### src/rtl/bus_arbiter_if.sv
// Shared-bus arbitration bundle: active-low requests, strobes and slave ready from the masters;
// active-low grants, owner index and preempt pulse back from the arbiter.
interface bus_arbiter_if #(
  parameter int NUM_MASTERS = 4,
  parameter int ID_W        = 2
);
  logic [NUM_MASTERS-1:0] m_req_;
  logic [NUM_MASTERS-1:0] m_as_;
  logic                   bus_rdy_;
  logic [NUM_MASTERS-1:0] m_grnt_;
  logic [ID_W-1:0]        owner;
  logic                   owner_vld;
  logic                   preempt;

  modport master (output m_req_, m_as_, bus_rdy_,
                  input  m_grnt_, owner, owner_vld, preempt);
  modport slave  (input  m_req_, m_as_, bus_rdy_,
                  output m_grnt_, owner, owner_vld, preempt);
endinterface

### src/rtl/bus_arbiter.sv
// Round-robin bus arbiter with bounded tenure; grants registered, 1 cycle after request.
// A grant is never withdrawn while the owner has a transfer in flight (strobe seen, ready not yet).
module bus_arbiter #(
  parameter int NUM_MASTERS = 4,
  parameter int ID_W        = 2,
  parameter int MAX_HOLD    = 16
) (
  input  logic         clk,
  input  logic         reset,
  bus_arbiter_if.slave bus
);
  typedef enum logic [1:0] {IDLE, OWNED, RELEASE} state_t;
  localparam int TEN_W = (MAX_HOLD > 0) ? $clog2(MAX_HOLD + 1) : 1;

  state_t                 state;
  logic [NUM_MASTERS-1:0] grnt;
  logic [ID_W-1:0]        owner;
  logic [ID_W-1:0]        last_owner;
  logic                   owner_vld;
  logic                   preempt;
  logic                   busy;
  logic [TEN_W-1:0]       tenure;

  logic                   rr_found;
  logic [ID_W-1:0]        rr_idx;
  logic [ID_W-1:0]        cand;
  logic [NUM_MASTERS-1:0] rr_grnt;
  logic                   owner_req;
  logic                   busy_hold;
  logic                   other_req;
  logic                   hold_expired;

  // Search starts just after the last owner, so it is naturally considered last.
  always_comb begin
    rr_found = 1'b0;
    rr_idx   = '0;
    cand     = '0;
    for (int i = 1; i <= NUM_MASTERS; i++) begin
      cand = ID_W'((int'(last_owner) + i) % NUM_MASTERS);
      if (!rr_found && !bus.m_req_[cand]) begin
        rr_found = 1'b1;
        rr_idx   = cand;
      end
    end
  end

  assign rr_grnt      = ~(NUM_MASTERS'(1) << rr_idx);
  assign owner_req    = ~bus.m_req_[owner];
  // A strobe arriving this cycle also pins the grant, not just the registered flag.
  assign busy_hold    = busy | (~bus.m_as_[owner] & bus.bus_rdy_);
  assign other_req    = |(~bus.m_req_ & ~(NUM_MASTERS'(1) << owner));
  assign hold_expired = (MAX_HOLD != 0) && (int'(tenure) >= MAX_HOLD - 1);

  always_ff @(posedge clk or negedge reset) begin
    if (!reset) begin
      state      <= IDLE;
      grnt       <= '1;
      owner      <= '0;
      owner_vld  <= 1'b0;
      preempt    <= 1'b0;
      busy       <= 1'b0;
      tenure     <= '0;
      last_owner <= ID_W'(NUM_MASTERS - 1);
    end else begin
      preempt <= 1'b0;
      case (state)
        OWNED: begin
          if (MAX_HOLD != 0 && int'(tenure) < MAX_HOLD) tenure <= tenure + 1'b1;
          if (!bus.bus_rdy_)             busy <= 1'b0;
          else if (!bus.m_as_[owner])    busy <= 1'b1;
          if (!owner_req && !busy_hold) begin
            if (rr_found) begin
              state      <= OWNED;
              grnt       <= rr_grnt;
              owner      <= rr_idx;
              owner_vld  <= 1'b1;
              last_owner <= rr_idx;
              tenure     <= '0;
              busy       <= 1'b0;
            end else begin
              state     <= IDLE;
              grnt      <= '1;
              owner_vld <= 1'b0;
              busy      <= 1'b0;
            end
          end else if (hold_expired && other_req && !busy_hold) begin
            state     <= RELEASE;
            grnt      <= '1;
            owner_vld <= 1'b0;
            preempt   <= 1'b1;
            busy      <= 1'b0;
          end
        end
        default: begin
          busy <= 1'b0;
          if (rr_found) begin
            state      <= OWNED;
            grnt       <= rr_grnt;
            owner      <= rr_idx;
            owner_vld  <= 1'b1;
            last_owner <= rr_idx;
            tenure     <= '0;
          end else begin
            state     <= IDLE;
            grnt      <= '1;
            owner_vld <= 1'b0;
          end
        end
      endcase
    end
  end

  assign bus.m_grnt_   = grnt;
  assign bus.owner     = owner;
  assign bus.owner_vld = owner_vld;
  assign bus.preempt   = preempt;
endmodule

### src/flat_wrapper.sv
// flat-port wrapper written by rule: the top's interface ports become plain ports
module bus_arbiter_flat 
#(
  parameter int NUM_MASTERS = 4,
  parameter int ID_W        = 2,
  parameter int MAX_HOLD    = 16
)
  (clk, reset, bus_m_req_, bus_m_as_, bus_bus_rdy_, bus_m_grnt_, bus_owner, bus_owner_vld, bus_preempt);
  bus_arbiter_if #(.NUM_MASTERS(NUM_MASTERS), .ID_W(ID_W)) bus_i ();
  input  logic clk;
  input  logic reset;
  input wire logic [$bits(bus_i.m_req_)-1:0] bus_m_req_;
  input wire logic [$bits(bus_i.m_as_)-1:0] bus_m_as_;
  input wire logic [$bits(bus_i.bus_rdy_)-1:0] bus_bus_rdy_;
  output wire logic [$bits(bus_i.m_grnt_)-1:0] bus_m_grnt_;
  output wire logic [$bits(bus_i.owner)-1:0] bus_owner;
  output wire logic [$bits(bus_i.owner_vld)-1:0] bus_owner_vld;
  output wire logic [$bits(bus_i.preempt)-1:0] bus_preempt;
  assign bus_i.m_req_ = bus_m_req_;
  assign bus_i.m_as_ = bus_m_as_;
  assign bus_i.bus_rdy_ = bus_bus_rdy_;
  assign bus_m_grnt_ = bus_i.m_grnt_;
  assign bus_owner = bus_i.owner;
  assign bus_owner_vld = bus_i.owner_vld;
  assign bus_preempt = bus_i.preempt;
  bus_arbiter #(.NUM_MASTERS(NUM_MASTERS), .ID_W(ID_W), .MAX_HOLD(MAX_HOLD)) u_core (.clk(clk), .reset(reset), .bus(bus_i));
endmodule
### config.mk
export PLATFORM = sky130hd
export DESIGN_NAME = bus_arbiter_flat
export DESIGN_NICKNAME = d
export VERILOG_FILES = /design/src/rtl/bus_arbiter_if.sv /design/src/rtl/bus_arbiter.sv /design/src/flat_wrapper.sv
export SDC_FILE = /design/constraint.sdc
export NUM_CORES = 1
export LEC_CHECK = 0
export BUFFER_PORTS_ARGS = -buffer_cell sky130_fd_sc_hd__buf_2
export CAP_MARGIN = 20
export CORE_UTILIZATION = 40
export CTS_CLUSTER_DIAMETER = 80
export CTS_CLUSTER_SIZE = 10
export DETAILED_ROUTE_END_ITERATION = 16
export GPL_TIMING_DRIVEN = 0
export PLACE_DENSITY_LB_ADDON = 0.08
export SKIP_LAST_GASP = 1
export SLEW_MARGIN = 20
export SYNTH_ARGS = -nofsm -noshare
export SYNTH_HDL_FRONTEND = slang
export SYNTH_SLANG_ARGS = --single-unit
### constraint.sdc
create_clock -name clk -period 6.02 [get_ports clk]
set_clock_uncertainty 0.2 [all_clocks]
set_input_delay 1.204 -clock clk [delete_from_list [all_inputs] [get_ports clk]]
set_output_delay 1.204 -clock clk [all_outputs]
set_load 0.05 [all_outputs]
==> out/qor.tcl <==
set qor(fp.coreArea_um2) 2450
set qor(wl_met3_um) 44
set qor(site_rows) 18
set qor(initial_utilization) 0.422
set qor(grt_antenna_before_repair) 0
set qor(path_class) {primary input to flip-flop}
set qor(holdBufCountCts) 0
set qor(ys_types) 38
set qor(detailroute.via_count) 810
set qor(fmax_mhz) 379
set qor(r2r-end) {u_core.state[0]}
set qor(post-cts-setup-buffer-count) 0
set qor(post-route-min-period_ns) 2.64
set qor(cts.sink_count) 17
set qor(synth_seq_area_share) 0.418
set qor(worst_setup_path_start_kind) {primary input}
set qor(worst_hold_startpoint) {u_core.tenure[3]}
set qor(deepest_level_of_the_cts_h_tree) 1
set qor(wirelength_um) 2050
set qor(drtPass1Iterations) 4
set qor(routedWlPerCell_um) 13.9
set qor(vias_in_the_first_global_route) 783
set qor(drtAntennaViolNets) 0
set qor(hpwlAfterDp_um) 1650
set qor(clockBufferDepth) 2
set qor(design.die.area_um2) 2800
set qor(grt_pass1_wl_um) 3500
set qor(insertion_delay_ns) 0.28
set qor(top_layer) {met4}
set qor(power_per_cell_area_nw_per_um2) 496
set qor(fin_hold_ws_ns) 0.374
set qor(timing.final.crit_share) 0.439
set qor(detailed_route_drc_error_count) 0
set qor(rsz0062_at_grt) {no}
set qor(run_status) {finished, final reports clean}
set qor(cts_tree) {built}
set qor(top_level_ports) 19
set qor(cts.reportedPaths.clkPinSlew_ns) 0.10
set qor(metal2_wl_um) 1050
set qor(timing.reg2reg.setup_slack_ns) 3.85
set qor(drive_above_1_share) 0.325
set qor(post_cts.resized_instances) 0
set qor(total_track_usage) 0.177
set qor(final_slew_viol_count) 0
set qor(grt_max_degree) 18
set qor(multi_input_comb_area_um2) 584
set qor(clk_root_buffer_cell) {clkbuf_4}
set qor(gp_congestion) 0.742
set qor(seq_area_um2) 433
set qor(worst_r2r_path_depth) 5
set qor(synthesized_netlist_net_count) 107
set qor(final.setup.tns_ns) 0
set qor(setup_viol) 0
set qor(r2r_start) {u_core.bus.owner[1]}
set qor(layout.filler_cells) 250
set qor(hold_path_depth) 2
set qor(synth.yosys.warnings) 0
set qor(finalHoldViolations) 0
set qor(drt_iter0_markers) 13
set qor(antenna_cells_inserted) 0
set qor(leakage_nw) 0.511
set qor(syn-cell-area_um2) 1040
set qor(holdPathEnd) {u_core.tenure[3]}
set qor(vias_per_cell) 5.51
set qor(area_delta_synth_final_pct) 14.9
set qor(netlist_instances) 95
set qor(syn_avg_cell_area_um2) 10.9
set qor(worst_pin_slew_ns) 0.660
set qor(max-vdd-ir-drop_mv) 0.265
set qor(maxCapViolations) 0
set qor(grt_remaining_overflow) 0
set qor(worst_hold_check_path_type) {flip-flop to flip-flop}
set qor(worst_setup_path_end_kind) {flip-flop}
set qor(timing.critical_path.fanout_max) 5
set qor(synth_seq_cells) 17
set qor(die_w_um) 52.9
set qor(worst_ep_required_time_ns) 5.99
set qor(cts_made_buffers) 3
set qor(port-buffer-count) 18
set qor(fp.dieH_um) 52.9
set qor(finish.net_count) 130
set qor(m1WireLength_um) 937
set qor(max-slew-margin-rel) 0.554
set qor(cp.arrival_ns) 2.61
[cells in the final DEF (no fill, tap or decap), types with 2 or more instances in the layout]
master	netlist	routed
nor2_1	6	6
buf_2	0	18
mux2i_1	7	7
nand2b_1	3	3
mux2_2	5	5
a21oi_1	2	2
xor2_1	2	2
o21ai_0	2	2
dfstp_2	6	6
clkbuf_4	0	3
nand4_1	4	4
nor3b_1	2	2
o21ai_4	2	2
inv_1	3	3
and2_1	2	2
a41oi_1	4	4
dfrtp_1	11	11
o22ai_1	2	2
nand2_1	7	7
nor2b_1	5	5
[registers in the layout, summed over array words and instances, names as in the netlist]
register / cells
u_core.tenure: 5
u_core.bus.m_grnt_: 4
u_core.bus.owner: 2
u_core.last_owner: 2
u_core.state: 2
u_core.bus.preempt: 1
u_core.busy: 1
[Yosys cell counts (all sizes together)]
cell type  number  area, um2
nor3            1       5.00
xor2            2       17.5
o21ai           4       42.5
nand4           4       25.0
dfstp           6        158
xnor2           1       8.76
o21ba           1       10.0
a221oi          1       8.76
a21oi           2       10.0
nor2            6       22.5
and2            2       12.5
inv             3       11.3
nand3           1       5.00
and4            1       8.76
nand2b          3       18.8
o32ai           1       8.76
a41oi           4       35.0
mux2            6       71.3
o22a            1       8.76
and3            1       6.26
nor3b           2       15.0
mux2i           7       70.1
o21a            1       7.51
ha              1       12.5
buf             1       7.51
mux4            1       26.3
or3             1       6.26
o22ai           2       12.5
dfrtp          11        275
o32a            1       10.0
a221o           1       11.3
o41a            1       11.3
nand2           7       26.3
o211a           1       10.0
o41ai           1       8.76
nor2b           5       31.3
[routing by layer]
layer	global-route usage	up-vias
li1	-	413
met3	0.0259	2
met5	0	-
met1	0.230	386
met4	0.0658	0
met2	0.293	9
[worst max-delay path, cell delays in order]
cell	delay (ns)
buf_2	0.11
and2_1	0.16
a221oi_1	0.58
nand4_1	0.24
mux2_4	0.32
[cell type report]
| type | instances | share of cell area |
|---|---|---|
| multi-input combinational | 74 | 0.491 |
| sequential | 17 | 0.364 |
| timing repair buffer | 18 | 0.0757 |
| tap | 30 | 0.0315 |
| clock buffer | 4 | 0.0221 |
| inverter | 3 | 0.00946 |
| buffer | 1 | 0.00631 |
[metrics by stage]
step | setup WS (ns) | util | cell area [um2] | instances | power, mW
floorplan | 3.33 | - | 1040 | 95 | 0.468
global placement | 3.07 | 0.474 | 1160 | 143 | 0.527
detailed placement | 3.06 | 0.474 | 1160 | 143 | 0.537
CTS | 3.36 | 0.485 | 1190 | 147 | 0.596
global route | 3.20 | 0.485 | 1190 | 147 | 0.637
finish | 3.38 | 0.485 | 1190 | 147 | 0.591
[where the power goes]
group          switching, mW  internal [mW]
logic                  0.192          0.133
registers             0.0389          0.166
clock network         0.0339         0.0257
total                  0.265          0.326
[kinds of logic (layout without fill, tap and decap cells)]
family          Yosys count  count (layout)  synth area share
flops                    17              17             0.418
fa+ha+maj                 1               1            0.0121
compound gates           22              22             0.188
simple gates             34              34             0.176
mux                      14              14             0.162
xor+xnor                  3               3            0.0254
buf+inv                   4              26            0.0181
[worst max path at each step]
stage	from	endpoint	slack (ns)	depth (start not counted)
floorplan	bus_bus_rdy_	u_core.bus.owner[0]	3.33	4
global placement	bus_bus_rdy_	u_core.state[0]	3.07	5
detailed placement	bus_bus_rdy_	u_core.state[0]	3.06	5
CTS	bus_bus_rdy_	u_core.state[0]	3.36	5
global route	bus_bus_rdy_	u_core.state[0]	3.20	5
finish	bus_bus_rdy_	u_core.state[0]	3.38	5
Power figures use the tool's default switching activity.
